<file path="src/rtl/led_breathe_ctrl.sv">
// Breathing-profile duty generator for the PWM LED stage: ramp up, hold, ramp down, hold, repeat.
// Settings arrive through a one-deep shadow register and are applied only at profile boundaries.
module led_breathe_ctrl #(
   parameter int unsigned      DIV_W    = 24,
   parameter logic [7:0]       DEF_MIN  = 8'd0,
   parameter logic [7:0]       DEF_MAX  = 8'd255,
   parameter logic [DIV_W-1:0] DEF_DIV  = 24'd48827,
   parameter logic [7:0]       DEF_HOLD = 8'd0
) (
   input  logic             clock,
   input  logic             reset_n,
   input  logic             enable,
   input  logic             cfg_valid,
   output logic             cfg_ready,
   input  logic [7:0]       cfg_min,
   input  logic [7:0]       cfg_max,
   input  logic [DIV_W-1:0] cfg_step_div,
   input  logic [7:0]       cfg_hold,
   output logic [7:0]       pwm_duty,
   output logic [2:0]       state,
   output logic             cycle_done
);

   typedef enum logic [2:0] {
      ST_IDLE    = 3'd0,
      ST_UP      = 3'd1,
      ST_HOLD_HI = 3'd2,
      ST_DOWN    = 3'd3,
      ST_HOLD_LO = 3'd4
   } state_t;

   state_t             state_r, state_s;
   logic [7:0]         duty_r, duty_s;
   logic [7:0]         hold_cnt_r, hold_cnt_s;
   logic               done_r, done_s;
   logic [DIV_W-1:0]   cnt_r, cnt_s;
   logic               tick_s;
   logic               apply_s;
   logic               xfer_s;

   logic [7:0]         act_min_r, act_max_r, act_hold_r;
   logic [DIV_W-1:0]   act_div_r;
   logic [7:0]         sh_min_r, sh_max_r, sh_hold_r;
   logic [DIV_W-1:0]   sh_div_r;
   logic               pending_r;
   logic [7:0]         eff_max_s;
   logic [7:0]         new_min_s;

   assign xfer_s     = cfg_valid && !pending_r;
   assign cfg_ready  = ~pending_r;
   assign pwm_duty   = duty_r;
   assign state      = state_r;
   assign cycle_done = done_r;

   // A min above max collapses the ramp to a constant duty of min.
   assign eff_max_s = (act_max_r > act_min_r) ? act_max_r : act_min_r;
   assign new_min_s = pending_r ? sh_min_r : act_min_r;
   assign tick_s    = (state_r != ST_IDLE) && (cnt_r == act_div_r);

   // Prescaler next count; held at zero while idle or disabled.
   always_comb begin
      cnt_s = cnt_r;
      if (!enable || (state_r == ST_IDLE)) begin
         cnt_s = {DIV_W{1'b0}};
      end else if (tick_s) begin
         cnt_s = {DIV_W{1'b0}};
      end else begin
         cnt_s = cnt_r + {{(DIV_W-1){1'b0}}, 1'b1};
      end
   end

   // Profile FSM next-state, duty and hold-counter logic.
   always_comb begin
      state_s    = state_r;
      duty_s     = duty_r;
      hold_cnt_s = hold_cnt_r;
      done_s     = 1'b0;
      apply_s    = 1'b0;
      if (!enable) begin
         state_s    = ST_IDLE;
         duty_s     = 8'd0;
         hold_cnt_s = 8'd0;
      end else begin
         case (state_r)
            ST_IDLE: begin
               apply_s    = pending_r;
               duty_s     = new_min_s;
               hold_cnt_s = 8'd0;
               state_s    = ST_UP;
            end
            ST_UP: begin
               if (tick_s) begin
                  if (duty_r < eff_max_s) begin
                     duty_s = duty_r + 8'd1;
                     if ((duty_r + 8'd1) == eff_max_s) begin
                        state_s = ST_HOLD_HI;
                     end else begin
                        state_s = ST_UP;
                     end
                  end else begin
                     state_s = ST_HOLD_HI;
                  end
               end else begin
                  state_s = ST_UP;
               end
            end
            ST_DOWN: begin
               if (tick_s) begin
                  if (duty_r > act_min_r) begin
                     duty_s = duty_r - 8'd1;
                     if ((duty_r - 8'd1) == act_min_r) begin
                        state_s = ST_HOLD_LO;
                     end else begin
                        state_s = ST_DOWN;
                     end
                  end else begin
                     state_s = ST_HOLD_LO;
                  end
               end else begin
                  state_s = ST_DOWN;
               end
            end
            ST_HOLD_HI, ST_HOLD_LO: begin
               if (tick_s) begin
                  if (hold_cnt_r == act_hold_r) begin
                     hold_cnt_s = 8'd0;
                     if (state_r == ST_HOLD_HI) begin
                        state_s = ST_DOWN;
                     end else begin
                        state_s = ST_UP;
                        done_s  = 1'b1;
                        apply_s = pending_r;
                        duty_s  = new_min_s;
                     end
                  end else begin
                     hold_cnt_s = hold_cnt_r + 8'd1;
                  end
               end else begin
                  hold_cnt_s = hold_cnt_r;
               end
            end
            default: begin
               state_s    = ST_IDLE;
               duty_s     = 8'd0;
               hold_cnt_s = 8'd0;
            end
         endcase
      end
   end

   // Profile state, duty, counters and completion pulse registers.
   always_ff @(posedge clock or negedge reset_n) begin
      if (!reset_n) begin
         state_r    <= ST_IDLE;
         duty_r     <= 8'd0;
         hold_cnt_r <= 8'd0;
         done_r     <= 1'b0;
         cnt_r      <= {DIV_W{1'b0}};
      end else begin
         state_r    <= state_s;
         duty_r     <= duty_s;
         hold_cnt_r <= hold_cnt_s;
         done_r     <= done_s;
         cnt_r      <= cnt_s;
      end
   end

   // Shadow capture and boundary application; transfer and apply never coincide.
   always_ff @(posedge clock or negedge reset_n) begin
      if (!reset_n) begin
         act_min_r  <= DEF_MIN;
         act_max_r  <= DEF_MAX;
         act_div_r  <= DEF_DIV;
         act_hold_r <= DEF_HOLD;
         sh_min_r   <= 8'd0;
         sh_max_r   <= 8'd0;
         sh_div_r   <= {DIV_W{1'b0}};
         sh_hold_r  <= 8'd0;
         pending_r  <= 1'b0;
      end else if (xfer_s) begin
         sh_min_r  <= cfg_min;
         sh_max_r  <= cfg_max;
         sh_div_r  <= cfg_step_div;
         sh_hold_r <= cfg_hold;
         pending_r <= 1'b1;
      end else if (apply_s) begin
         act_min_r  <= sh_min_r;
         act_max_r  <= sh_max_r;
         act_div_r  <= sh_div_r;
         act_hold_r <= sh_hold_r;
         pending_r  <= 1'b0;
      end
   end

endmodule

</file>
<file path="config.mk">
export PLATFORM = sky130hd
export DESIGN_NAME = led_breathe_ctrl
export DESIGN_NICKNAME = d
export VERILOG_FILES = /design/src/rtl/led_breathe_ctrl.sv
export SDC_FILE = /design/constraint.sdc
export NUM_CORES = 1
export LEC_CHECK = 0
export BUFFER_PORTS_ARGS = -buffer_cell sky130_fd_sc_hd__buf_2
export CAP_MARGIN = 10
export CORE_AREA = 2 2 113 126
export CTS_CLUSTER_SIZE = 10
export DETAILED_ROUTE_END_ITERATION = 8
export DIE_AREA = 0 0 115 128
export GPL_TIMING_DRIVEN = 1
export HOLD_SLACK_MARGIN = 0.05
export MAX_ROUTING_LAYER = met4
export PLACE_DENSITY = 0.76
export SLEW_MARGIN = 10
export SYNTH_ARGS = -nofsm -noshare
export SYNTH_HDL_FRONTEND = slang
export SYNTH_SLANG_ARGS = --single-unit
</file>
<file path="constraint.sdc">
create_clock -name clock -period 5 [get_ports clock]
set_input_delay 1 -clock clock [delete_from_list [all_inputs] [get_ports clock]]
set_output_delay 1 -clock clock [all_outputs]
set_load 0.02 [all_outputs]
</file>
==> results of run 1 <==
## cell families (layout without fill, tap and decap cells)
logic type,count (synthesis),count (layout),synth area share
mux,113,113,0.169
buf+inv,50,121,0.0287
flops,141,141,0.452
simple gates,196,196,0.125
xor+xnor,78,78,0.0887
compound gates,104,104,0.0915
fa+ha+maj,28,28,0.0446
## per-layer routing
| layer | global-route usage | wire length, um | up-vias |
|---|---|---|---|
| met3 | 0.0657 | 764 | 31 |
| met2 | 0.440 | 9300 | 158 |
| met1 | 0.338 | 7640 | 2852 |
| met5 | - | 0 | - |
| met4 | 0.0957 | 402 | 0 |
| li1 | - | - | 2665 |
## metrics by stage
step                setup WS [ns]   util  area [sq um]  hold slack [ns]
floorplan                    1.10      -          7860            0.477
global placement            0.718  0.612          8270            0.486
detailed placement          0.531  0.612          8270            0.491
finish                      0.435  0.655          8860            0.498
CTS                         0.503  0.655          8860            0.506
global route                0.113  0.655          8860            0.515
## worst max-delay path, stage by stage, from the launching register on
cell and delay (ns):
dfrtp_1 0.43, inv_1 0.12, ha_1 0.40, and4_1 0.39, nand2_1 0.14, and3_1 0.22
a211oi_1 0.36, ha_1 0.33, a2111o_1 0.44, or2_2 0.30, o21ai_0 0.27, a21o_1 0.18
a21oi_1 0.16, nand2b_1 0.35, a211o_1 0.36
## area by class of cell
type                    count  area [sq um]  area share
multi-input cells         519          4090       0.462
flip-flops and latches    141          3550       0.401
clock buffers              23           468      0.0528
repair buffers             66           342      0.0386
well taps                 164           205      0.0232
clock inverters             9           114      0.0129
inverters                  23          86.3     0.00975
## state kept, by name, summed over array words and instances (netlist names), 8 cells and up
name and count:
sh_max_r 8, act_div_r 24, cnt_r 24, sh_min_r 8, act_max_r 8, act_min_r 8, act_hold_r 8, sh_hold_r 8
hold_cnt_r 8, pwm_duty 8, sh_div_r 24
## worst paths after layout
check,slack (ns),cells past startpoint,endpoint,from
min in group asynchronous,0.68,1,cnt_r[7],reset_n
min,0.50,1,sh_div_r[7],sh_div_r[7]
max in group asynchronous,3.29,2,act_max_r[0],reset_n
max,0.43,14,pwm_duty[5],act_min_r[3]
max reg2reg,0.43,14,pwm_duty[5],act_min_r[3]
min reg2reg,0.50,1,sh_div_r[7],sh_div_r[7]
## power by group
part           total [mW]  internal [mW]  switching (mW)
Clock                1.24          0.761           0.477
Combinational        2.07           1.03            1.04
Sequential           1.96           1.57           0.389
## Yosys cell counts (3+ instances only)
library cell and n:
and3_1 11, buf_6 4, mux2i_1 16, a21o_1 5
nor2_1 59, nand4_1 12, o31ai_1 3, dfstp_2 20
a22oi_1 3, nand2_1 41, o221ai_1 4, a31oi_1 4
mux2_4 20, a21oi_1 18, ha_1 28, dfrtp_1 121
buf_2 6, and4_1 5, clkbuf_1 15, nor3_1 10
a211oi_1 6, nor2b_1 6, o22ai_1 5, o21a_1 8
o211ai_1 5, nor4_1 4, or4_1 3, o21ai_0 19
o32ai_1 3, inv_1 22, xnor2_1 45, nand3_1 26
nand2b_1 4, mux2_2 77, xor2_1 32
==> flow_metrics.env, run 1 <==
export IMPL_drc=0
export IMPL_drv_cap=0
export IMPL_grt_pass1_vias=5797
export IMPL_synth_top_cell_by_area="dfrtp_1"
export IMPL_dieWidth_um=115
export IMPL_fmaxAchievable_mhz=219
export IMPL_clk_pin_slew_ns=0.06
export IMPL_slew_headroom=0.320
export IMPL_synth_area_sq_mm=0.00786
export IMPL_synth_top_cell_area_share=0.385
export IMPL_dp_hpwl_um=12900
export IMPL_yosysUniqueCellTypes=64
export IMPL_gp_congestion=0.942
export IMPL_grt_pass1_wl_um=30000
export IMPL_synth_edf_count=0
export IMPL_antenna_found_initial=0
export IMPL_antenna_left=0
export IMPL_synth_main_ff_cell="dfrtp_1"
export IMPL_worst_ep_required_time_ns=5.31
export IMPL_layout_commonest_cell="dfrtp_1"
export IMPL_syn_to_final_growth_pct=12.7
export IMPL_grt_max_degree=114
export IMPL_fin_nets=848
export IMPL_rsz0062_at_grt="no"
export IMPL_antennaDiodeCount=0
export IMPL_critPathMaxFanout=8
export IMPL_htree_levels=4
export IMPL_cts_resized=0
export IMPL_fin_cells=945
export IMPL_ys_warnings_count=0
export IMPL_p_leak_nw=3.98
export IMPL_critPathArrivalTime_ns=4.87
export IMPL_place_port_buffers=64
export IMPL_cts_setup_buffers=0
export IMPL_status="finished, final reports clean"
export IMPL_ir_worst_vdd_v=0.000347
export IMPL_num_vias=5706
export IMPL_setup_viol=0
export IMPL_path_class="reg2reg"
export IMPL_rows=45
export IMPL_synthArstFlopShare=1.00
export IMPL_cts_tree="built"
export IMPL_cts_buffers_inserted=17
export IMPL_cts_buffer_depth=2
export IMPL_fp_dieH_um=128
export IMPL_die_area_sq_mm=0.0147
export IMPL_cts_sinks=141
export IMPL_worst_pin_slew_ns=1.02
export IMPL_period_minus_slack_ns=4.57
export IMPL_hold_viol=0
export IMPL_postCtsHoldBufs=0
export IMPL_cts_root_buffer_cell="clkbuf_16"
export IMPL_post_drt_wl_per_cell_um=19.2
export IMPL_ys_ff_latch=141
export IMPL_powerDensity_mw_per_mm2=595
export IMPL_dp_cells=913
export IMPL_vias_per_cell=6.04
export IMPL_p_total_mw=5.27
export IMPL_crit_path_end_kind="flip-flop"
export IMPL_fin_setup_tns_ns=0
export IMPL_synthTopCellsByArea="dfrtp_1, mux2_2, dfstp_2"
export IMPL_syn_num_nets=790
export IMPL_avgSynthCellArea_sq_um=11.1
export IMPL_maxSlewViolCount=0
export IMPL_synthCells=710
export IMPL_fill_cells=1069
export IMPL_layout_common_cells="dfrtp_1, mux2_2, buf_2, nor2_1, xnor2_1"
export IMPL_drive_above_1_share=0.283
export IMPL_clock_skew_ns=0.0103
export IMPL_gr_total_overflow=0
export IMPL_hold_path_class="reg2reg"
export IMPL_ys_seq_area_frac=0.452
export IMPL_drt_iter0_markers=419
export IMPL_core_area_sq_mm=0.0135
export IMPL_grt_use_total=0.273
export IMPL_timing_final_crit_share=0.913
export IMPL_start_kind="flip-flop"
export IMPL_start_util=0.582
export IMPL_routed_wl_um=18100
export IMPL_clk_insertion_delay_late_ns=0.42
export IMPL_io_pins=65
export IMPL_firstDrtPassIters=6
Power figures use the tool's default switching activity.
==> inputs of run 2 (changes only) <==
- BUFFER_PORTS_ARGS: -buffer_cell sky130_fd_sc_hd__buf_2 -> default
- DONT_BUFFER_PORTS: default -> 1
- PLACE_DENSITY: 0.76 -> 0.72
- SETUP_SLACK_MARGIN: default -> 0.4
==> flow_metrics.env, run 2 (synthesis gave the netlist of run 1 again) <==
export IMPL_grt_use_total=0.269
export IMPL_ir_worst_vdd_v=0.000361
export IMPL_fmaxAchievable_mhz=232
export IMPL_worst_ep_required_time_ns=5.31
export IMPL_drv_cap=0
export IMPL_crit_path_end_kind="flip-flop"
export IMPL_dp_cells=849
export IMPL_grt_pass1_wl_um=29500
export IMPL_gr_total_overflow=0
export IMPL_fin_setup_tns_ns=0
export IMPL_die_area_sq_mm=0.0147
export IMPL_rsz0062_at_grt="no"
export IMPL_critPathMaxFanout=8
export IMPL_slew_headroom=0.469
export IMPL_cts_tree="built"
export IMPL_routed_wl_um=17800
export IMPL_syn_to_final_growth_pct=9.03
export IMPL_vias_per_cell=6.16
export IMPL_cts_buffers_inserted=17
export IMPL_fp_dieH_um=128
export IMPL_postCtsHoldBufs=0
export IMPL_cts_setup_buffers=0
export IMPL_place_port_buffers=0
export IMPL_setup_viol=0
export IMPL_worst_pin_slew_ns=0.796
export IMPL_cts_sinks=141
export IMPL_top_layer="met4"
export IMPL_num_vias=5430
export IMPL_cts_buffer_depth=2
export IMPL_critPathLaunch="act_min_r[6]"
export IMPL_htree_levels=4
export IMPL_gp_congestion=0.938
export IMPL_r2r_start="act_min_r[6]"
export IMPL_core_area_sq_mm=0.0135
export IMPL_dieWidth_um=115
export IMPL_io_pins=65
export IMPL_antenna_left=0
export IMPL_crit_chain="inv_1 -> ha_1 -> and4_1 -> nand2_1 -> and3_1 -> a211oi_2 -> ha_1 -> a2111o_1 -> or2_2 -> o21ai_0 -> a21o_1 -> a21oi_1 -> nand2b_2 -> a211o_1"
export IMPL_rows=45
export IMPL_start_kind="flip-flop"
export IMPL_period_minus_slack_ns=4.32
export IMPL_clock_skew_ns=0.00873
export IMPL_drt_iter0_markers=437
export IMPL_hold_ws_ns=0.269
export IMPL_wl_met1_um=7150
export IMPL_layout_commonest_cell="dfrtp_1"
export IMPL_maxSlewViolCount=0
export IMPL_antennaDiodeCount=0
export IMPL_critPathArrivalTime_ns=4.63
export IMPL_p_leak_nw=3.73
export IMPL_powerDensity_mw_per_mm2=616
export IMPL_timing_final_crit_share=0.864
export IMPL_grt_pass1_vias=5714
export IMPL_path_class="reg2reg"
export IMPL_hold_path_class="in2async"
export IMPL_firstDrtPassIters=5
export IMPL_start_util=0.582
export IMPL_clk_insertion_delay_late_ns=0.42
export IMPL_cts_root_buffer_cell="clkbuf_16"
export IMPL_drive_above_1_share=0.226
export IMPL_crit_slowest_cell="a2111o_1"
export IMPL_final_util=0.634
export IMPL_hold_viol=0
export IMPL_cts_resized=0
export IMPL_layout_common_cells="dfrtp_1, mux2_2, nor2_1, xnor2_1, nand2_1"
export IMPL_fin_nets=784
export IMPL_status="finished, final reports clean"
export IMPL_dp_hpwl_um=12900
export IMPL_drc=0
export IMPL_clk_pin_slew_ns=0.06
export IMPL_antenna_found_initial=0
export IMPL_fill_cells=1078
export IMPL_reg_largest_list="act_div_r (24), cnt_r (24), sh_div_r (24)"
export IMPL_post_drt_wl_per_cell_um=20.2
export IMPL_fin_cells=881
export IMPL_routed_wl_met2_um=9240
export IMPL_critPathMaxStageDelay_ns=0.44
export IMPL_route_met3_wl_um=802
export IMPL_crit_top_cell="ha_1"
export IMPL_grt_max_degree=142
==> run 2: stage by stage <==
stage	power, mW	instance area, sq um	setup WS [ns]
3_5_place_dp	3.98	7950	0.570
5_1_grt	5.60	8570	0.442
6_report	5.27	8570	0.681
2_1_floorplan	3.44	7860	1.10
4_1_cts	5.26	8550	0.540
3_3_place_gp	3.94	7950	0.691
==> run 2: critical path, delay by kind of cell, from the launching register on <==
family,cells,cell delay (ns)
flip-flops,1,0.43
AND/OR/NAND/NOR,5,1.33
AO/OA/AOI/OAI,6,1.60
buffers and inverters,1,0.17
adder cells (fa/ha/maj),2,0.66
==> run 2: final timing paths <==
check | endpoint | slack [ns] | cells after the start
setup / recovery | pwm_duty[5] | 0.68 | 14
hold / removal | sh_div_r[2] | 0.27 | 0
setup reg to reg | pwm_duty[5] | 0.68 | 14
hold reg to reg | act_hold_r[3] | 0.50 | 1
max in group asynchronous | act_max_r[2] | 4.49 | 0
min in group clock | act_hold_r[3] | 0.50 | 1
==> run 2: where the power goes <==
part | switching (mW) | internal, mW | total [mW]
registers | 0.404 | 1.57 | 1.97
clock network | 0.475 | 0.787 | 1.26
logic | 1.02 | 1.02 | 2.04
total | 1.90 | 3.37 | 5.27
==> run 2: layer usage <==
metal,vias up,GRT usage
met3,42,0.0591
li1,2544,-
met4,0,0.123
met2,153,0.440
met5,-,-
met1,2691,0.318
==> run 2: final cells by class <==
cell class | instances | area [sq um] | area share
repair buffers | 2 | 15.0 | 0.00175
clock buffers | 23 | 488 | 0.0570
multi-input cells | 519 | 4110 | 0.480
well taps | 164 | 205 | 0.0239
inverters | 23 | 86.3 | 0.0101
clock inverters | 9 | 111 | 0.0130
flip-flops and latches | 141 | 3550 | 0.415
